==> config.mk <==
export PLATFORM = sky130hd
export DESIGN_NAME = instr_register_sched
export DESIGN_NICKNAME = d
export VERILOG_FILES = /design/src/rtl/instr_register_sched.sv
export SDC_FILE = /design/constraint.sdc
export NUM_CORES = 1
export LEC_CHECK = 0
export ABC_AREA = 1
export CAP_MARGIN = 5
export CORE_AREA = 2 2 144 146
export DETAILED_ROUTE_END_ITERATION = 16
export DIE_AREA = 0 0 146 148
export SLEW_MARGIN = 0
export SYNTH_ARGS = -nofsm -noshare
export SYNTH_HDL_FRONTEND = slang
export SYNTH_SLANG_ARGS = --single-unit
==> constraint.sdc <==
create_clock -name clk -period 3 [get_ports clk]
set_input_delay 0.3 -clock clk [delete_from_list [all_inputs] [get_ports clk]]
set_output_delay 0.3 -clock clk [all_outputs]
set_load 0.1 [all_outputs]
==> src/rtl/instr_register_sched.sv <==
// instr_register_sched
//
// Write/read scheduler for the instruction register. Two producers share the
// single register write port through a round-robin arbiter; the register is
// sequenced as a circular queue (write_pointer / read_pointer) and drained by
// one consumer over a valid/ready handshake. A clear request zero-fills every
// entry over DEPTH cycles and then restores an empty queue.
//
// Ports
//   clk, reset_n                  clock, asynchronous active-low reset
//   reqN_valid / reqN_ready       producer N handshake (ready == grant N
//                                 whenever reqN_valid is high)
//   reqN_opcode/_operand_a/_b     producer N write data
//   load_en, opcode, operand_a/b  register write strobe and data
//   write_pointer, read_pointer   register write / read addresses
//   instruction_word              register read data at read_pointer
//   rd_valid, rd_ready            consumer handshake
//   rd_instruction                word presented to the consumer
//   clear_req, clear_busy         start / in-progress of the clear sequence
//   clear_done                    one-cycle pulse after the last clear write
//   count, full, empty            queue occupancy

package instr_register_pkg;
  typedef enum logic [3:0] {ZERO, PASSA, PASSB, ADD, SUB, MULT, DIV, MOD} opcode_t;
  typedef logic signed [31:0] operand_t;
  typedef logic [4:0]         address_t;
  typedef struct packed {
    opcode_t  opc;
    operand_t op_a;
    operand_t op_b;
  } instruction_t;
endpackage

module instr_register_sched
  import instr_register_pkg::*;
#(
  parameter int DEPTH = 32
) (
  input  logic         clk,
  input  logic         reset_n,
  input  logic         req0_valid,
  output logic         req0_ready,
  input  opcode_t      req0_opcode,
  input  operand_t     req0_operand_a,
  input  operand_t     req0_operand_b,
  input  logic         req1_valid,
  output logic         req1_ready,
  input  opcode_t      req1_opcode,
  input  operand_t     req1_operand_a,
  input  operand_t     req1_operand_b,
  output logic         load_en,
  output opcode_t      opcode,
  output operand_t     operand_a,
  output operand_t     operand_b,
  output address_t     write_pointer,
  output address_t     read_pointer,
  input  instruction_t instruction_word,
  output logic         rd_valid,
  input  logic         rd_ready,
  output instruction_t rd_instruction,
  input  logic         clear_req,
  output logic         clear_busy,
  output logic         clear_done,
  output logic [5:0]   count,
  output logic         full,
  output logic         empty
);

  localparam address_t   LAST_IDX  = address_t'(DEPTH - 1);
  localparam logic [5:0] FULL_CNT  = 6'(DEPTH);

  typedef enum logic {RUN, CLEAR} state_t;

  state_t     state_reg, state_next;
  address_t   wr_ptr_reg, wr_ptr_next;
  address_t   rd_ptr_reg, rd_ptr_next;
  address_t   clr_idx_reg, clr_idx_next;
  logic [5:0] count_reg, count_next;
  logic       last_grant_reg, last_grant_next;
  logic       clear_done_reg, clear_done_next;

  logic in_run;
  logic wr_eligible;
  logic lose0, lose1;
  logic grant0, grant1;
  logic wr_fire, rd_fire;

  assign in_run      = (state_reg == RUN);
  assign full        = (count_reg == FULL_CNT);
  assign empty       = (count_reg == 6'd0);
  assign count       = count_reg;
  assign clear_busy  = !in_run;
  assign clear_done  = clear_done_reg;
  assign wr_eligible = in_run && !full && !clear_req;

  // A requester only loses when the other one is also asking and it is the
  // other's turn. Ready is therefore high for an idle producer whenever a
  // write could be accepted, and equals the grant once it raises valid.
  assign lose0  = req1_valid && !last_grant_reg;
  assign lose1  = req0_valid &&  last_grant_reg;
  assign req0_ready = wr_eligible && !lose0;
  assign req1_ready = wr_eligible && !lose1;
  assign grant0 = req0_ready && req0_valid;
  assign grant1 = req1_ready && req1_valid;
  assign wr_fire = grant0 || grant1;

  assign rd_valid       = in_run && !empty;
  assign rd_fire        = rd_valid && rd_ready;
  assign read_pointer   = rd_ptr_reg;
  assign rd_instruction = instruction_word;

  // Register write port: zero-latency so the register captures on the same
  // edge that completes the producer handshake.
  always_comb begin
    load_en       = 1'b0;
    opcode        = ZERO;
    operand_a     = '0;
    operand_b     = '0;
    write_pointer = wr_ptr_reg;
    if (!in_run) begin
      load_en       = 1'b1;
      write_pointer = clr_idx_reg;
    end else if (grant1) begin
      load_en   = 1'b1;
      opcode    = req1_opcode;
      operand_a = req1_operand_a;
      operand_b = req1_operand_b;
    end else if (grant0) begin
      load_en   = 1'b1;
      opcode    = req0_opcode;
      operand_a = req0_operand_a;
      operand_b = req0_operand_b;
    end
    // Keep the register untouched while reset is held, even if a producer
    // is already presenting valid.
    if (!reset_n) begin
      load_en = 1'b0;
    end
  end

  always_comb begin
    state_next      = state_reg;
    wr_ptr_next     = wr_ptr_reg;
    rd_ptr_next     = rd_ptr_reg;
    clr_idx_next    = clr_idx_reg;
    count_next      = count_reg;
    last_grant_next = last_grant_reg;
    clear_done_next = 1'b0;
    if (in_run) begin
      if (wr_fire) begin
        wr_ptr_next     = wr_ptr_reg + address_t'(1);
        last_grant_next = grant1;
      end
      // A read in the clear entry cycle still completes.
      if (rd_fire) begin
        rd_ptr_next = rd_ptr_reg + address_t'(1);
      end
      case ({wr_fire, rd_fire})
        2'b10:   count_next = count_reg + 6'd1;
        2'b01:   count_next = count_reg - 6'd1;
        default: count_next = count_reg;
      endcase
      if (clear_req) begin
        state_next = CLEAR;
      end
    end else begin
      clr_idx_next = clr_idx_reg + address_t'(1);
      if (clr_idx_reg == LAST_IDX) begin
        state_next      = RUN;
        wr_ptr_next     = '0;
        rd_ptr_next     = '0;
        count_next      = '0;
        clr_idx_next    = '0;
        clear_done_next = 1'b1;
      end
    end
  end

  always_ff @(posedge clk or negedge reset_n) begin
    if (!reset_n) begin
      state_reg      <= RUN;
      wr_ptr_reg     <= '0;
      rd_ptr_reg     <= '0;
      clr_idx_reg    <= '0;
      count_reg      <= '0;
      last_grant_reg <= 1'b1;
      clear_done_reg <= 1'b0;
    end else begin
      state_reg      <= state_next;
      wr_ptr_reg     <= wr_ptr_next;
      rd_ptr_reg     <= rd_ptr_next;
      clr_idx_reg    <= clr_idx_next;
      count_reg      <= count_next;
      last_grant_reg <= last_grant_next;
      clear_done_reg <= clear_done_next;
    end
  end

endmodule

=== After elaboration in Yosys (flattened, before gate mapping) ===
Cells that the tools add are included.

* Add/sub/neg operators: 5
* $mul: 0
* Divide/modulo/power cells: 0
* Magnitude comparators: 0
* Eq/ne operators: 5
* Shift operators: 0
* Muxes and demuxes: 28
* Bitwise operators: 1
* Reductions and logical operators: 25

{| class="wikitable"
|+ Operators with widths
! cell !! count
|-
| $mux 32 || 6
|-
| $mux 5 || 7
|-
| $add 5x1->5 const B || 3
|-
| $mux 4 || 3
|-
| $mux 6 || 2
|-
| $pmux 6 s2 || 1
|-
| $logic_and 1x1->1 || 10
|-
| $mux 1 || 9
|-
| $reduce_and 2->1 || 4
|-
| $add 6x1->6 const B || 1
|-
| $eq 6x6->1 const B || 1
|-
| $logic_not 1->1 || 6
|-
| $logic_not 6->1 || 1
|-
| $sub 6x1->6 const B || 1
|-
| $eq 5x5->1 const B || 1
|-
| $reduce_bool 2->1 || 2
|-
| $reduce_bool 3->1 || 1
|-
| $eq 2x1->1 const B || 1
|-
| $eq 2x2->1 const B || 1
|-
| $ne 2x1->1 const B || 1
|-
| $logic_or 1x1->1 || 1
|-
| $not 1->1 || 1
|}

* Register bits: 24
* Latch bits: 0
* RAM bits: 0
* ROM bits: 0
* Bits of input ports: 210
* Output and inout port bits: 160
* Logic and storage cells: 71
* Memories: 0

=== Logic depth before layout (Yosys ltp) ===
Gate-level depths: netlist of the first run.

* Word-level depth: 10
* Depth in mapped cells: 17
* Depth with buffers taken out: 17

=== Worst setup path after synthesis of the first run ===
OpenSTA, ideal clock, no wires.

* Kind: register to output
* From: reg state_reg, in the netlist clear_busy
* To: out load_en
* Arrival: 3732 ps
* Data required time: 2700 ps
* Slack: -1032 ps
* Stages on the path, launching flop included: 5
* Path buffers: 2
* Path through: dfrtp_1 > buf_2 > inv_1 > clkbuf_1 > a21boi_0

* Longest elaborated chain between the ends: 9
* Elaborated cells on any way between the ends: 11
* Those cells by class: mux: 4; bitwise: 1; reduce/logical: 6

{| class="wikitable"
|+ RTL lines
! what !! line !! text
|-
| from (decl) || 74 || <nowiki>state_t state_reg, state_next;</nowiki>
|-
| from (signal assigned) || 189 || <nowiki>state_reg <= state_next;</nowiki>
|-
| $not 1->1 (no line) || -- ||
|-
| $logic_and 1x1->1 (2 in a row) || 94 || <nowiki>assign wr_eligible = in_run && !full && !clear_req;</nowiki>
|-
| $logic_and 1x1->1 || 101 || <nowiki>assign req0_ready = wr_eligible && !lose0;</nowiki>
|-
| $logic_and 1x1->1 || 103 || <nowiki>assign grant0 = req0_ready && req0_valid;</nowiki>
|-
| $mux 1 || 128 || <nowiki>end else if (grant0) begin</nowiki>
|-
| $mux 1 || 123 || <nowiki>end else if (grant1) begin</nowiki>
|-
| $mux 1 * || 120 || <nowiki>if (!in_run) begin</nowiki>
|-
| $mux 1 * || 136 || <nowiki>if (!reset_n) begin</nowiki>
|-
| to (decl) || 51 || <nowiki>output logic load_en,</nowiki>
|}

Every way passes the cells marked *; elsewhere a longest branch is shown, timed or not.

=== Worst setup path after layout of the first run ===
* From: reg count_reg[1], in the netlist count[1]
* To: reg count_reg[5], in the netlist count[5]

* Longest elaborated chain between the ends: 10
* Elaborated cells on any way between the ends: 21
* Those cells by class: add/sub: 2; eq/ne: 3; mux: 2; reduce/logical: 14

{| class="wikitable"
|+ RTL lines
! what !! line !! text
|-
| from (decl) || 78 || <nowiki>logic [5:0] count_reg, count_next;</nowiki>
|-
| from (signal assigned) || 193 || <nowiki>count_reg <= count_next;</nowiki>
|-
| $eq 6x6->1 || 89 || <nowiki>assign full = (count_reg == FULL_CNT);</nowiki>
|-
| $logic_not 1->1 || 94 ||
|-
| $logic_and 1x1->1 (2 in a row) || 94 ||
|-
| $logic_and 1x1->1, on equally long branches || 101, 102 ||
|-
| $logic_and 1x1->1, on equally long branches || 103, 104 ||
|-
| $logic_or 1x1->1 || 105 || <nowiki>assign wr_fire = grant0 || grant1;</nowiki>
|-
| $eq 2x1->1 / $eq 2x2->1 (equally long branches) || 158 || <nowiki>case ({wr_fire, rd_fire})</nowiki>
|-
| $pmux 6 s2 / $reduce_bool 3->1 (equally long branches) || -- ||
|-
| $mux 6 / $reduce_and 2->1 (equally long branches) || -- ||
|}

Parallel ways exist; a longest one is shown, timed or not.
A chain may end at the register's enable or synchronous reset.

==> results of run 1 <==
layout make-up:
cell class | instances | area [um^2] | area share
clock buffers | 3 | 75.07 | 0.01303
diodes | 5 | 12.51 | 0.002172
multi-input cells | 342 | 1546 | 0.2685
well taps | 270 | 337.8 | 0.05866
clock inverters | 1 | 30.03 | 0.005214
repair buffers | 242 | 3058 | 0.5310
flip-flops and latches | 24 | 601.8 | 0.1045
inverters | 26 | 97.59 | 0.01695
cells in the final DEF, fill, tap and decap left out, types with 2 or more instances in the layout:
cell / n
a21oi_1: 7
buf_12: 71
buf_4: 30
clkbuf_16: 3
clkdlybuf4s50_1: 141
dfrtp_1: 23
diode_2: 5
ha_1: 8
inv_1: 26
nand2_1: 257
nand3_1: 16
nand3_2: 2
nor2_1: 13
nor3_1: 5
o21ai_0: 9
o21bai_1: 3
o22ai_1: 2
xor2_1: 5
cells by family (layout without fill, tap and decap cells):
logic type,after synthesis,in the layout,share of synthesized area
other,0,5,0
adder cells (fa/ha/maj),9,9,0.04209
flip-flops,24,24,0.2109
buffers and inverters,111,272,0.2499
AO/OA/AOI/OAI,27,27,0.05875
AND/OR/NAND/NOR,300,300,0.4200
XOR/XNOR,6,6,0.01841
Yosys cell counts, drive strengths merged:
library cell	count
nand2	258
buf	82
inv	26
dfrtp	23
nand3	18
nor2	14
o21ai	10
a21oi	8
ha	8
nor3	6
xor2	5
clkbuf	3
o21bai	3
a21boi	2
o22ai	2
a211oi	1
dfstp	1
fa	1
nand4	1
nor3b	1
nor4	1
o21a	1
or2	1
xnor2	1
report_power, final:
group          switching, mW  internal [mW]  leakage, nW
sequential             0.121          0.444        0.307
clock                  0.123          0.266       0.0511
combinational           1.96          0.778         2.36
total                   2.20           1.49         2.72
stage by stage:
stage          std cells    util  worst slack [ns]  hold slack (ns)  area, um^2
2_1_floorplan        477       -           -0.6725         0.004409        2861
3_3_place_gp         904  0.2815            0.2560           0.4824        5642
3_5_place_dp         904  0.2815            0.1763           0.4963        5642
4_1_cts              908  0.2868            0.3447           0.5017        5747
5_1_grt              908  0.2868           0.06121           0.5210        5747
6_report             913  0.2874            0.2804           0.4729        5759
per-layer routing:
layer  up-vias  part of all wire  wire, um
met3        40              0.17      2524
met1      1529              0.39      5837
met2       208              0.42      6426
met4        10             0.018       267
li1       1722                 -         -
met5         -            0.0062        94
worst max-delay path, stage by stage (launching register included):
cell     delay (ns)
dfrtp_1        0.44
nor2_1         0.24
nand3_2        0.13
nand3_2        0.16
inv_1          0.11
nor2_1         0.42
ha_1           0.38
nand2_1        0.12
nor2_1         0.06
nand2_1        0.08
nand3_1        0.07
nand2_1        0.09
nand2_1        0.07
nand2_1        0.07
nand2_1        0.06
nand2_1        0.07
nand2_1        0.04
worst min-delay path by stage:
stage | depth (start not counted) | start | end
floorplan | 0 | reset_n | clear_busy$_DFF_PN0_
global placement | 2 | clr_idx_reg[1]$_DFFE_PN0P_ | clr_idx_reg[1]$_DFFE_PN0P_
detailed placement | 2 | clr_idx_reg[1]$_DFFE_PN0P_ | clr_idx_reg[1]$_DFFE_PN0P_
CTS | 2 | reset_n | clr_idx_reg[3]$_DFFE_PN0P_
global route | 2 | reset_n | clr_idx_reg[4]$_DFFE_PN0P_
finish | 2 | reset_n | clr_idx_reg[4]$_DFFE_PN0P_
==> summary.md, run 1 <==
| Metric | Value |
|---|---|
| CP required | 3.16 ns |
| Crit path to | count[5]$_DFFE_PN0P_ |
| Met1 GRT Util | 0.1491 |
| Number of global-route vias before repair | 3541 |
| Worst setup SP type | flip-flop |
| Mapped Nets | approximately 700 |
| Die area | about 22000 um^2 |
| Synthesized area per cell | 5.983 um^2 |
| DRT Pass-1 Iters | 4 |
| Hold/Removal Path Class | in -> async |
| Final ANT Viol Nets | 0 |
| Sequential fraction of the synthesis area | 0.2109 |
| Crit path time final | 2.720 ns |
| CP endpoint kind | flip-flop |
| Number of cell rows | 52 |
| R2R Path End | count[5]$_DFFE_PN0P_ |
| Cell leakage power | roughly 2.7 nW |
| Synth area leaders | nand2_1 (34%), dfrtp_1 (20%), buf_4 (18%) |
| Final setup TNS | 0 ns |
| Worst skew pair latency | ~0.26 ns |
| Slew HR | 0.6533 |
| Core area | 20040 um^2 |
| Initial drt markers | 166 |
| Post-route DRC | 0 |
| Vias per cell | a little under 4 |
| Clock transition at path regs | 0.07 ns |
| Grt ovf | 0 |
| PortBufs | 233 |
| Number of flip-flops in the largest register | 6 |
| DRT Wirelength | 15150 um |
| Yosys warnings | 0 |
| Vias | 3509 |
| RSZ-0062 raised after global routing | false |
| Final Hold Fails | 0 |
| Detail Placement HPWL | 13110 um |
| CP arrival | ~2.9 ns |
| Maximum VDD drop | approximately 1 mV |
| Clk root buf | clkbuf_16 |
| CTS Sinks | 24 |
| Area Growth Syn to Fin | 101.8% |
| Yosys reg bits | 24 |
| Met2 Use GR | 0.1986 |
| Pwr dens | 640.1 nW/um^2 |
| Tcrit/Tclk final | 0.9065 |
| Netlist cell types | 30 |
| Layout net count | 858 |
| Final setup viols | 0 |
| Initial antenna violation count | 11 |
| Met3 Use GR | 0.1006 |
| Worst-margin pin slew | 0.5182 ns |
| Io pins | 370 |
| Highest clock rate | roughly 0.37 GHz |
| Area leader, netlist | nand2_1 |
| Worst-path maximum fanout | 8 |
| Height of the die | 148 um |
| Share of cells above drive strength 1 | 0.1803 |
| CTS Buffer Depth | 2 |
| Status | finished clean |
| # fillers | about 2200 |
| First-pass GRT wire length | approximately 22000 um |
| Syn Std Cell Area | 2854 um^2 |
| H-tree depth | 1 |
| Tot Pwr | between 3 and 4 mW |
| Max cap viols | 0 |
| Post-CTS Setup Bufs | 0 |
| Routed WL per cell | 16.59 um |
| Die width | between 100 and 150 um |
| Hold Buf Count CTS | 0 |
| R2R depth | 16 |
| Area fraction of the dominant cell type after synthesis | 0.3380 |
| GR Util All Layers | 0.1322 |
| PostCTS Resize Cnt | 0 |
| CTS tree | yes |
| CP startpoint | count[1]$_DFFE_PN0P_ |
| Cells after Synth | 477 |
| Reg-to-Reg Start | count[1]$_DFFE_PN0P_ |
| Setup slack, reg-to-reg | 0.28 ns |
| CTS Buf Count | 3 |
| Crit Path Category | reg -> reg |
| Global routing's busiest layer | met2 |
| Largest net degree at the start of global routing | 62 |
| Starting Density | 0.1424 |
| Skew final | 0.001782 ns |
| Fin. max-slew vios | 0 |
| GPL Wtd Cong | between 0.8 and 0.9 |
Power figures use the tool's default switching activity.
==> run 2: changes to the inputs <==
clock period = 2.9 ns   (was 3 ns; I/O delays follow)
==> summary.md, run 2 (same netlist as run 1, synthesis figures left out) <==
| Metric | Value |
|---|---|
| Status | finished clean |
| Height of the die | 148 um |
| Number of global-route vias before repair | 3330 |
| Cell leakage power | 2.723 nW |
| Post-route DRC | 0 |
| Tcrit/Tclk final | 0.8585 |
| Design area | 5781 um^2 |
| Core area | roughly 20000 um^2 |
| Skew final | 0.004681 ns |
| Setup ws final | approximately 0.41 ns |
| Post-layout util | 0.2885 |
| Die area | 21610 um^2 |
| Worst slack at placement | between 0.2 and 0.25 ns |
| Highest clock rate | 0.4017 GHz |
| GPL Wtd Cong | 0.8756 |
| Worst setup SP type | flip-flop |
| Max cap viols | 0 |
| Grt ovf | 0 |
| Post-CTS Setup Bufs | 0 |
| CP required | 3.06 ns |
| Largest net degree at the start of global routing | 65 |
| Post-DP Area | 5663 um^2 |
| Worst skew pair latency | roughly 0.26 ns |
| Clock transition at path regs | ~0.06 ns |
| Io pins | 370 |
| PortBufs | approximately 230 |
| DRT Pass-1 Iters | 4 |
| Pwr dens | between 600 and 700 nW/um^2 |
| Routed WL per cell | between 10 and 15 um |
| DP Cell Count | 904 |
| Number of flip-flops in the largest register | 6 |
| Hold Buf Count CTS | 0 |
| Final setup viols | 0 |
| CTS Buf Count | 3 |
| RSZ-0062 raised after global routing | false |
| CTS Buffer Depth | 2 |
| # fillers | 2204 |
| Vias per cell | 3.780 |
| CP arrival | 2.65 ns |
| Initial drt markers | 101 |
| GR Util All Layers | 0.1141 |
| Number of cell rows | 52 |
| Final cell count without fillers | a little over 900 |
| Fin. max-slew vios | 0 |
| Die width | 146 um |
| DRT Wirelength | 13020 um |
| Initial antenna violation count | 7 |
| PostCTS Resize Cnt | 0 |
| Tot Pwr | 3.813 mW |
| Maximum VDD drop | 1.294 mV |
| Register area | 601.8 um^2 |
| Final ANT Viol Nets | 0 |
| Final Hold Fails | 0 |
| Area Growth Syn to Fin | 102.5% |
| H-tree depth | 1 |
| Layout net count | 858 |
| Crit path time final | between 2 and 2.5 ns |
| Detail Placement HPWL | 11280 um |
| Commonest non-fill, non-tap cell in the layout | nand2_1 |
| Area occupied by multi-input gates | 1568 um^2 |
| Starting Density | 0.1424 |
| CP endpoint kind | flip-flop |
| Vias | 3451 |
| CTS tree | yes |
| Slew HR | 0.6980 |
| Hold/Removal Path Class | in -> async |
| R2R depth | 16 |
| Worst-path maximum fanout | 6 |
| Clk root buf | clkbuf_16 |
| CTS Sinks | 24 |
| Share of cells above drive strength 1 | 0.1897 |
| Commonest cells after routing, fill and taps aside | nand2_1 (257), clkdlybuf4s50_1 (141), buf_12 (71), buf_4 (30), inv_1 (26) |
| Crit Path Category | reg -> reg |
| First-pass GRT wire length | 19490 um |
| Worst-margin pin slew | between 0.4 and 0.5 ns |
run 2: power by group:
part / leakage (nW) / switching (mW) / internal, mW
clock network: 0.0511 / 0.121 / 0.274
logic: 2.36 / 2.02 / 0.813
registers: 0.307 / 0.126 / 0.460
run 2: cell type report:
type,count,share of cell area
inverters,26,0.01688
multi-input cells,342,0.2712
clock buffers,3,0.01299
well taps,270,0.05844
diodes,5,0.002165
repair buffers,242,0.5290
clock inverters,1,0.005195
flip-flops and latches,24,0.1041
run 2: worst paths after layout:
| kind | to | from | slack [ns] |
|---|---|---|---|
| worst min-delay path | count[4]$_DFFE_PN0P_ | reset_n | 0.43 |
| worst max register to register | count[5]$_DFFE_PN0P_ | count[0]$_DFFE_PN0P_ | 0.41 |
| min in group clk | clr_idx_reg[1]$_DFFE_PN0P_ | clr_idx_reg[1]$_DFFE_PN0P_ | 0.51 |
| max in group asynchronous | last_grant_reg$_DFFE_PN1P_ | reset_n | 2.17 |
| worst max-delay path | count[5]$_DFFE_PN0P_ | count[0]$_DFFE_PN0P_ | 0.41 |
| worst min register to register | clr_idx_reg[1]$_DFFE_PN0P_ | clr_idx_reg[1]$_DFFE_PN0P_ | 0.51 |
run 2: metal layers:
| metal | global-route usage | vias up | wire length (um) |
|---|---|---|---|
| met2 | 0.1854 | 178 | 6024 |
| met3 | 0.06636 | 30 | 1740 |
| met5 | 0 | - | 10 |
| met4 | 0.02913 | 2 | 301 |
| li1 | - | 1726 | - |
| met1 | 0.1286 | 1515 | 4945 |
run 2: critical path, cell delays in order (launching register included):
cell	delay, ns
dfrtp_1	0.46
nor2_1	0.20
nand3_2	0.16
nand3_2	0.10
inv_1	0.09
nor2_1	0.37
ha_1	0.36
nand2_1	0.11
nor2_1	0.05
nand2_1	0.07
nand3_1	0.07
nand2_1	0.08
nand2_1	0.05
nand2_1	0.05
nand2_1	0.05
nand2_1	0.05
nand2_1	0.04
run 2: metrics by stage:
stage,hold slack [ns],TNS (ns)
3_3_place_gp,0.4859,0
5_1_grt,0.4919,0
6_report,0.4266,0
3_5_place_dp,0.4934,0
4_1_cts,0.4545,0
2_1_floorplan,-0.005591,-0.2577
